`config.mk`:
```
export PLATFORM = sky130hd
export DESIGN_NAME = framing_decoding
export DESIGN_NICKNAME = d
export VERILOG_FILES = /design/src/rtl/framing_pkg.sv /design/src/rtl/crc16_serial.sv /design/src/rtl/framing_decoding.sv
export SDC_FILE = /design/constraint.sdc
export NUM_CORES = 1
export LEC_CHECK = 0
export CAP_MARGIN = 20
export CORE_MARGIN = 10
export CORE_UTILIZATION = 49
export CTS_CLUSTER_DIAMETER = 50
export DETAILED_ROUTE_END_ITERATION = 8
export GPL_ROUTABILITY_DRIVEN = 1
export GPL_TIMING_DRIVEN = 0
export PLACE_DENSITY = 0.72
export SLEW_MARGIN = 10
export SYNTH_ARGS = -nofsm -noshare
export SYNTH_HDL_FRONTEND = slang
export SYNTH_SLANG_ARGS = --single-unit
```
`constraint.sdc`:
```
create_clock -name clk -period 3.9 [get_ports clk]
set_input_delay 0.78 -clock clk [delete_from_list [all_inputs] [get_ports clk]]
set_output_delay 0.78 -clock clk [all_outputs]
set_load 0.005 [all_outputs]
```
`src/rtl/framing_pkg.sv`:
```
// Shared constants and state encoding for the framing encoder/decoder pair.
package framing_pkg;
    localparam logic [8:0]  PN9_SEED = 9'h1FF;
    localparam logic [15:0] CRC_POLY = 16'h1021;
    localparam logic [15:0] CRC_INIT = 16'h0000;
    localparam logic [7:0]  MIN_LEN  = 8'd2;
    localparam logic [7:0]  MAX_LEN  = 8'd127;

    typedef enum logic [2:0] {
        ST_IDLE,
        ST_PHR,
        ST_PSDU,
        ST_CRC,
        ST_DONE
    } state_t;
endpackage

```
`src/rtl/crc16_serial.sv`:
```
// Bit-serial CRC-16 ITU-T engine, one data bit per enabled cycle.
module crc16_serial
    import framing_pkg::*;
(
    input  logic        clk,
    input  logic        reset,
    input  logic        enable,
    input  logic        clear,
    input  logic        data,
    output logic [15:0] crc
);
    logic fb;

    assign fb = crc[15] ^ data;

    always_ff @(posedge clk or posedge reset) begin
        if (reset) begin
            crc <= CRC_INIT;
        end else if (clear) begin
            crc <= CRC_INIT;
        end else if (enable) begin
            crc <= {crc[14:0], 1'b0} ^ (fb ? CRC_POLY : 16'h0000);
        end
    end
endmodule

```
`src/rtl/framing_decoding.sv`:
```
// De-whitens a PN9-whitened serial frame, emits PHR/payload bytes and checks CRC-16.
// state | meaning: IDLE wait frame, PHR length byte, PSDU payload, CRC 16 check bits, DONE wait in_valid low
module framing_decoding
    import framing_pkg::*;
(
    input  logic       clk,
    input  logic       reset,
    input  logic       framing_decoding_in,
    input  logic       framing_decoding_in_valid,
    output logic [7:0] phr_psdu_out,
    output logic       phr_psdu_out_valid,
    output logic       frame_done,
    output logic       crc_ok,
    output logic       frame_err
);
    state_t      state;
    logic [8:0]  lfsr;
    logic [8:0]  lfsr_next;
    logic [2:0]  bit_cnt;
    logic [6:0]  byte_cnt;
    logic [6:0]  byte_cnt_inc;
    logic [6:0]  payload_len;
    logic [6:0]  shift;
    logic [14:0] crc_rx;
    logic [15:0] crc_rx_full;
    logic [15:0] crc_calc;
    logic [7:0]  byte_next;
    logic        bit_d;
    logic        crc_en;
    logic        crc_clr;

    assign bit_d        = framing_decoding_in ^ lfsr[8];
    assign lfsr_next    = {lfsr[7:0], lfsr[8] ^ lfsr[4]};
    assign byte_next    = {bit_d, shift};
    assign crc_rx_full  = {bit_d, crc_rx};
    assign byte_cnt_inc = byte_cnt + 7'd1;
    assign crc_en       = (state == ST_PSDU) && framing_decoding_in_valid;
    assign crc_clr      = (state == ST_IDLE);

    crc16_serial u_crc (
        .clk    (clk),
        .reset  (reset),
        .enable (crc_en),
        .clear  (crc_clr),
        .data   (bit_d),
        .crc    (crc_calc)
    );

    always_ff @(posedge clk or posedge reset) begin
        if (reset) begin
            state              <= ST_IDLE;
            lfsr               <= PN9_SEED;
            bit_cnt            <= 3'd0;
            byte_cnt           <= 7'd0;
            payload_len        <= 7'd0;
            shift              <= 7'd0;
            crc_rx             <= 15'd0;
            phr_psdu_out       <= 8'd0;
            phr_psdu_out_valid <= 1'b0;
            frame_done         <= 1'b0;
            crc_ok             <= 1'b0;
            frame_err          <= 1'b0;
        end else begin
            phr_psdu_out_valid <= 1'b0;
            frame_done         <= 1'b0;
            case (state)
                ST_IDLE: begin
                    bit_cnt  <= 3'd0;
                    byte_cnt <= 7'd0;
                    if (framing_decoding_in_valid) begin
                        shift   <= byte_next[7:1];
                        lfsr    <= lfsr_next;
                        bit_cnt <= 3'd1;
                        state   <= ST_PHR;
                    end else begin
                        lfsr <= PN9_SEED;
                    end
                end
                ST_PHR, ST_PSDU, ST_CRC: begin
                    if (!framing_decoding_in_valid) begin
                        // premature drop: partial byte is simply abandoned
                        state      <= ST_DONE;
                        frame_done <= 1'b1;
                        frame_err  <= 1'b1;
                        crc_ok     <= 1'b0;
                    end else begin
                        lfsr    <= lfsr_next;
                        bit_cnt <= bit_cnt + 3'd1;
                        shift   <= byte_next[7:1];
                        if (state == ST_CRC) begin
                            crc_rx <= crc_rx_full[15:1];
                        end
                        if (bit_cnt == 3'd7) begin
                            if (state == ST_PHR) begin
                                phr_psdu_out       <= byte_next;
                                phr_psdu_out_valid <= 1'b1;
                                byte_cnt           <= 7'd0;
                                if (byte_next < MIN_LEN || byte_next > MAX_LEN) begin
                                    state      <= ST_DONE;
                                    frame_done <= 1'b1;
                                    frame_err  <= 1'b1;
                                    crc_ok     <= 1'b0;
                                end else begin
                                    payload_len <= byte_next[6:0] - 7'd2;
                                    state       <= (byte_next == MIN_LEN) ? ST_CRC : ST_PSDU;
                                end
                            end else if (state == ST_PSDU) begin
                                phr_psdu_out       <= byte_next;
                                phr_psdu_out_valid <= 1'b1;
                                if (byte_cnt_inc == payload_len) begin
                                    byte_cnt <= 7'd0;
                                    state    <= ST_CRC;
                                end else begin
                                    byte_cnt <= byte_cnt_inc;
                                end
                            end else if (byte_cnt[0]) begin
                                state      <= ST_DONE;
                                frame_done <= 1'b1;
                                frame_err  <= 1'b0;
                                crc_ok     <= (crc_rx_full == crc_calc);
                            end else begin
                                byte_cnt <= 7'd1;
                            end
                        end
                    end
                end
                ST_DONE: begin
                    lfsr     <= PN9_SEED;
                    bit_cnt  <= 3'd0;
                    byte_cnt <= 7'd0;
                    if (!framing_decoding_in_valid) begin
                        state <= ST_IDLE;
                    end
                end
                default: state <= ST_IDLE;
            endcase
        end
    end
endmodule
```
==> results.md, run 1 <==
- Worst Path Arrival: a little under 3 ns
- Final Setup Violations: 0
- Worst R2R Path Depth: 7
- # DRC: 0
- Fin. max-slew vios: 0
- Crit share post-route: 70.28%
- Vias in the first global route: 2,625
- Post-synthesis adder-cell area fraction: 1.332%
- Post-synth EDFFs: 0
- Hpwl dp: 5210 um
- Syn_nets: 364
- Multiplexer share of the synthesized area: 7.193%
- RSZ-0062 raised after global routing: no
- Ant diodes: 0
- Mapped Area: around 3800 um2
- Die Ht: between 100 and 150 um
- Post-synth top flop: dfrtp_1
- Area fraction in compound gates after synthesis: 12.79%
- Hold crit path type: flop to flop
- Worst path depth: 5
- Clk Latency, worst-skew pair: between 0.3 and 0.4 ns
- Comb pwr share: 27.8%
- Drt first-iter violations: 133
- Switch share: 33.61%
- Avg Cell Area, Syn: 10.55 um2
- Share of the synthesized area in the top cell type: 46.62%
- CTS tree: built
- Worst Path Class, Setup: primary input to flop
- Cell Rows: 31
- Max Cap Viol: 0
- H-tree levels: 3
- Largest family of logic cells by synthesized area: simple AND/OR/NAND/NOR gates
- Worst setup EP type: flop
- CTS root buffer: clkbuf_8
- Post-CTS sizing: 0
- GRT Resource Usage Total: roughly 14%
- Crit-path cells: clkdlybuf4s50_1 -> clkbuf_1 -> nand3b_1 -> nor2_1 -> mux2_2
- Ratio of cells with drive above 1 in the final layout: about 14%
- Sequential share of the synthesized area: 52.91%
- 1st-pass router iterations: 5
- VDD IR-drop max: between 0.3 and 0.4 mV
- Worst Path Buf+Inv: 2
- Initial Utilization: 50.98%
- Sequential Power Share: between 40% and 50%
- Post-route ant nets: 0
- Net Sw Power: 0.7998 mW
- Crit path time final: 2.741 ns
- Pint: 1.580 mW
- Avg WL per Cell: 15.27 um
- Yosys top cell by area: dfrtp_1
- Antenna violations before repair: 0
- Setup ws final: 1.159 ns
- Rel. slew slack: 47.43%
- Gate Count Post-Synth: approximately 360
- Pwr dens: 557.6 nW/um2
- Grt ovf: 0
- TritonCTS buffer count: 9
- Dpl cell area: 4054 um2
- WL final: 7438 um
- CP max FO: 10
- Synth Warn #: 0
- Worst-Margin Slew: 0.7857 ns
- Pleak: 1.862 nW
- Ports: 16
- First-pass GRT wire length: 12,900 um
- Status: complete, no violations
- Critical-path top delay cell: nor2_1
- Core footprint: 7370 um2
- Setup Skew: between 0.01 and 0.015 ns
- I/O Buffers: 15
- Simple-gate share of the synthesized area: about 15%
- Clk sink count: 79
- WHS Path Cells: 1
- Final Util: 57.91%
- Asr flop ratio synth: 100.0%
- Fin. Hold Viols: 0
- # hold bufs at CTS: 0
- Fmax: 364.8 MHz
- Post-synth cell types: 43
- Worst EP required: 4.14 ns
- Startpoint types: primary input
- Synth top area cells: dfrtp_1, mux2_2, nand2_1
- Clock power frac: 27.5%
- Post-Synth XOR/XNOR Area: between 8 and 9%
- Pre-CTS WS: 0.8124 ns
- Largest net degree at the start of global routing: 44
- Layout area overhead: 13.59%
- Total setup buffers inserted after CTS: 0
- Clk buf depth: 2
- Die X: 107.6 um
- Fillcell total: 629
- CP max stage delay: 0.67 ns
- Routed vias: 2,639
- Final nets: 391
- Vias/cell: 5.419
- Synthesis-stage register bit count: 79
- Final Cell Area: 4268 um2
- Crit path max-delay family: simple AND/OR/NAND/NOR gates
- Die area: 11,570 um2
- GP Congestion: approximately 0.8
- Worst-path clk slew: 0.08 ns
- Setup_tns: 0 ns
## worst reg2reg max path: stages (launching register included)
cell	delay, ns
dfrtp_1	0.41
ha_1	0.30
nand3_4	0.12
or3_4	0.41
a2111oi_4	0.38
a31oi_2	0.23
a21o_1	0.22
a22o_1	0.17
## kinds of logic (layout without fill, tap and decap cells)
logic type,after synthesis,after routing
buf+inv,24,56
flops,79,79
mux,24,24
simple gates,119,119
fa+ha+maj,4,4
xor+xnor,35,35
compound gates,71,71
## layout make-up
class | count | area (um2) | area share, %
plain buffers | 18 | 68.82 | 1.612
clock buffers | 10 | 127.6 | 2.990
clock inverters | 6 | 86.33 | 2.023
inverters | 6 | 25.02 | 0.5863
multi-input cells | 253 | 1678 | 39.31
flip-flops and latches | 79 | 1988 | 46.58
well taps | 99 | 123.9 | 2.902
repair buffers | 16 | 170.2 | 3.987
## metal layers
metal / vias up / GRT usage (%) / wire length, um
met5: - / 0 / 0
met4: 0 / 6.393 / 138
li1: 1293 / - / -
met1: 1299 / 19.72 / 3784
met3: 11 / 2.635 / 194
met2: 36 / 19.25 / 3321
## registers in the layout, summed over array words and instances (netlist names)
register	flops
crc_ok	1
lfsr	9
crc_rx	15
phr_psdu_out	8
shift	7
bit_cnt	3
state	3
frame_err	1
byte_cnt	7
u_crc.crc	16
payload_len	7
phr_psdu_out_valid	1
frame_done	1
## path summary, 6_finish.rpt
kind | start | endpoint | slack, ns
max | framing_decoding_in_valid | phr_psdu_out[0]$_DFFE_PP0P_ | 1.16
min | crc_ok$_DFFE_PP0P_ | crc_ok$_DFFE_PP0P_ | 0.50
max reg2reg | byte_cnt[1]$_DFFE_PP0P_ | byte_cnt[4]$_DFFE_PP0P_ | 1.55
min reg2reg | crc_ok$_DFFE_PP0P_ | crc_ok$_DFFE_PP0P_ | 0.50
max in group asynchronous | reset | u_crc.crc[13]$_DFFE_PP0P_ | 2.50
min in group asynchronous | reset | phr_psdu_out[5]$_DFFE_PP0P_ | 0.81
## synthesized netlist by cell type (8+ instances only)
library cell	count
o21ai_0	11
xnor2_1	22
a21oi_1	19
dfstp_2	9
nand2_1	65
mux2_2	22
nor2_1	9
clkbuf_1	16
xor2_1	13
dfrtp_1	70
o22a_1	8
o21ai_1	9
nand3_1	8
## power by group through the flow
stage / Sequential [mW] / Clock (mW) / Combinational [mW]
floorplan: 1.04 / 0 / 0.492
global placement: 1.07 / 0 / 0.641
detailed placement: 1.08 / 0 / 0.662
CTS: 1.06 / 0.668 / 0.668
global route: 1.08 / 0.704 / 0.746
finish: 1.06 / 0.654 / 0.662
## placed cells by master, fill, tap and decap left out, types with 5 or more instances in the layout
master and instances:
clkbuf_8 9, inv_1 5, dfstp_2 9, mux2_2 22, a21oi_1 19, clkdlybuf4s50_1 15
o21ai_0 11, nand2_1 65, nand3_1 8, nor4_1 5, nand2b_1 6, o21ai_1 9
nor2_1 9, xnor2_1 22, o22a_1 8, xor2_1 13, clkbuf_1 17, dfrtp_1 70
## through the flow
stage	std cells	power, mW	hold WS [ns]
final	487	2.380	0.4985
after global routing	487	2.534	0.5281
after detailed placement	471	1.739	0.4819
after CTS	487	2.398	0.4998
after global placement	470	1.712	0.4695
after floorplan	356	1.536	0.4689
Note: power is estimated with default switching activity, not from simulation.
==> inputs of run 2 (changes only) <==
Clock period 3.9 ns to 2.8 ns, I/O delays scaled along.
==> results of run 2 <==
The final DEF is identical to that of run 1. Status: complete, no violations.
Main changes from that run: setup slack after placement 0.8124 ns -> -0.06761 ns; setup slack after layout 1.159 ns -> 0.2791 ns; register-to-register setup slack 1.55 ns -> 0.45 ns; total power 2.380 mW -> 3.314 mW; worst IR drop on VDD 0.3575 mV -> 0.4979 mV
==> inputs of run 3 (changes only) <==
Settings changed: SLEW_MARGIN 10 to unset.
==> results of run 3 <==
The final DEF is identical to that of run 1. Status: complete, no violations.
Main changes from that run: setup slack after placement 0.8124 ns -> -0.06761 ns; setup slack after layout 1.159 ns -> 0.2791 ns; register-to-register setup slack 1.55 ns -> 0.45 ns; total power 2.380 mW -> 3.314 mW; worst IR drop on VDD 0.3575 mV -> 0.4979 mV
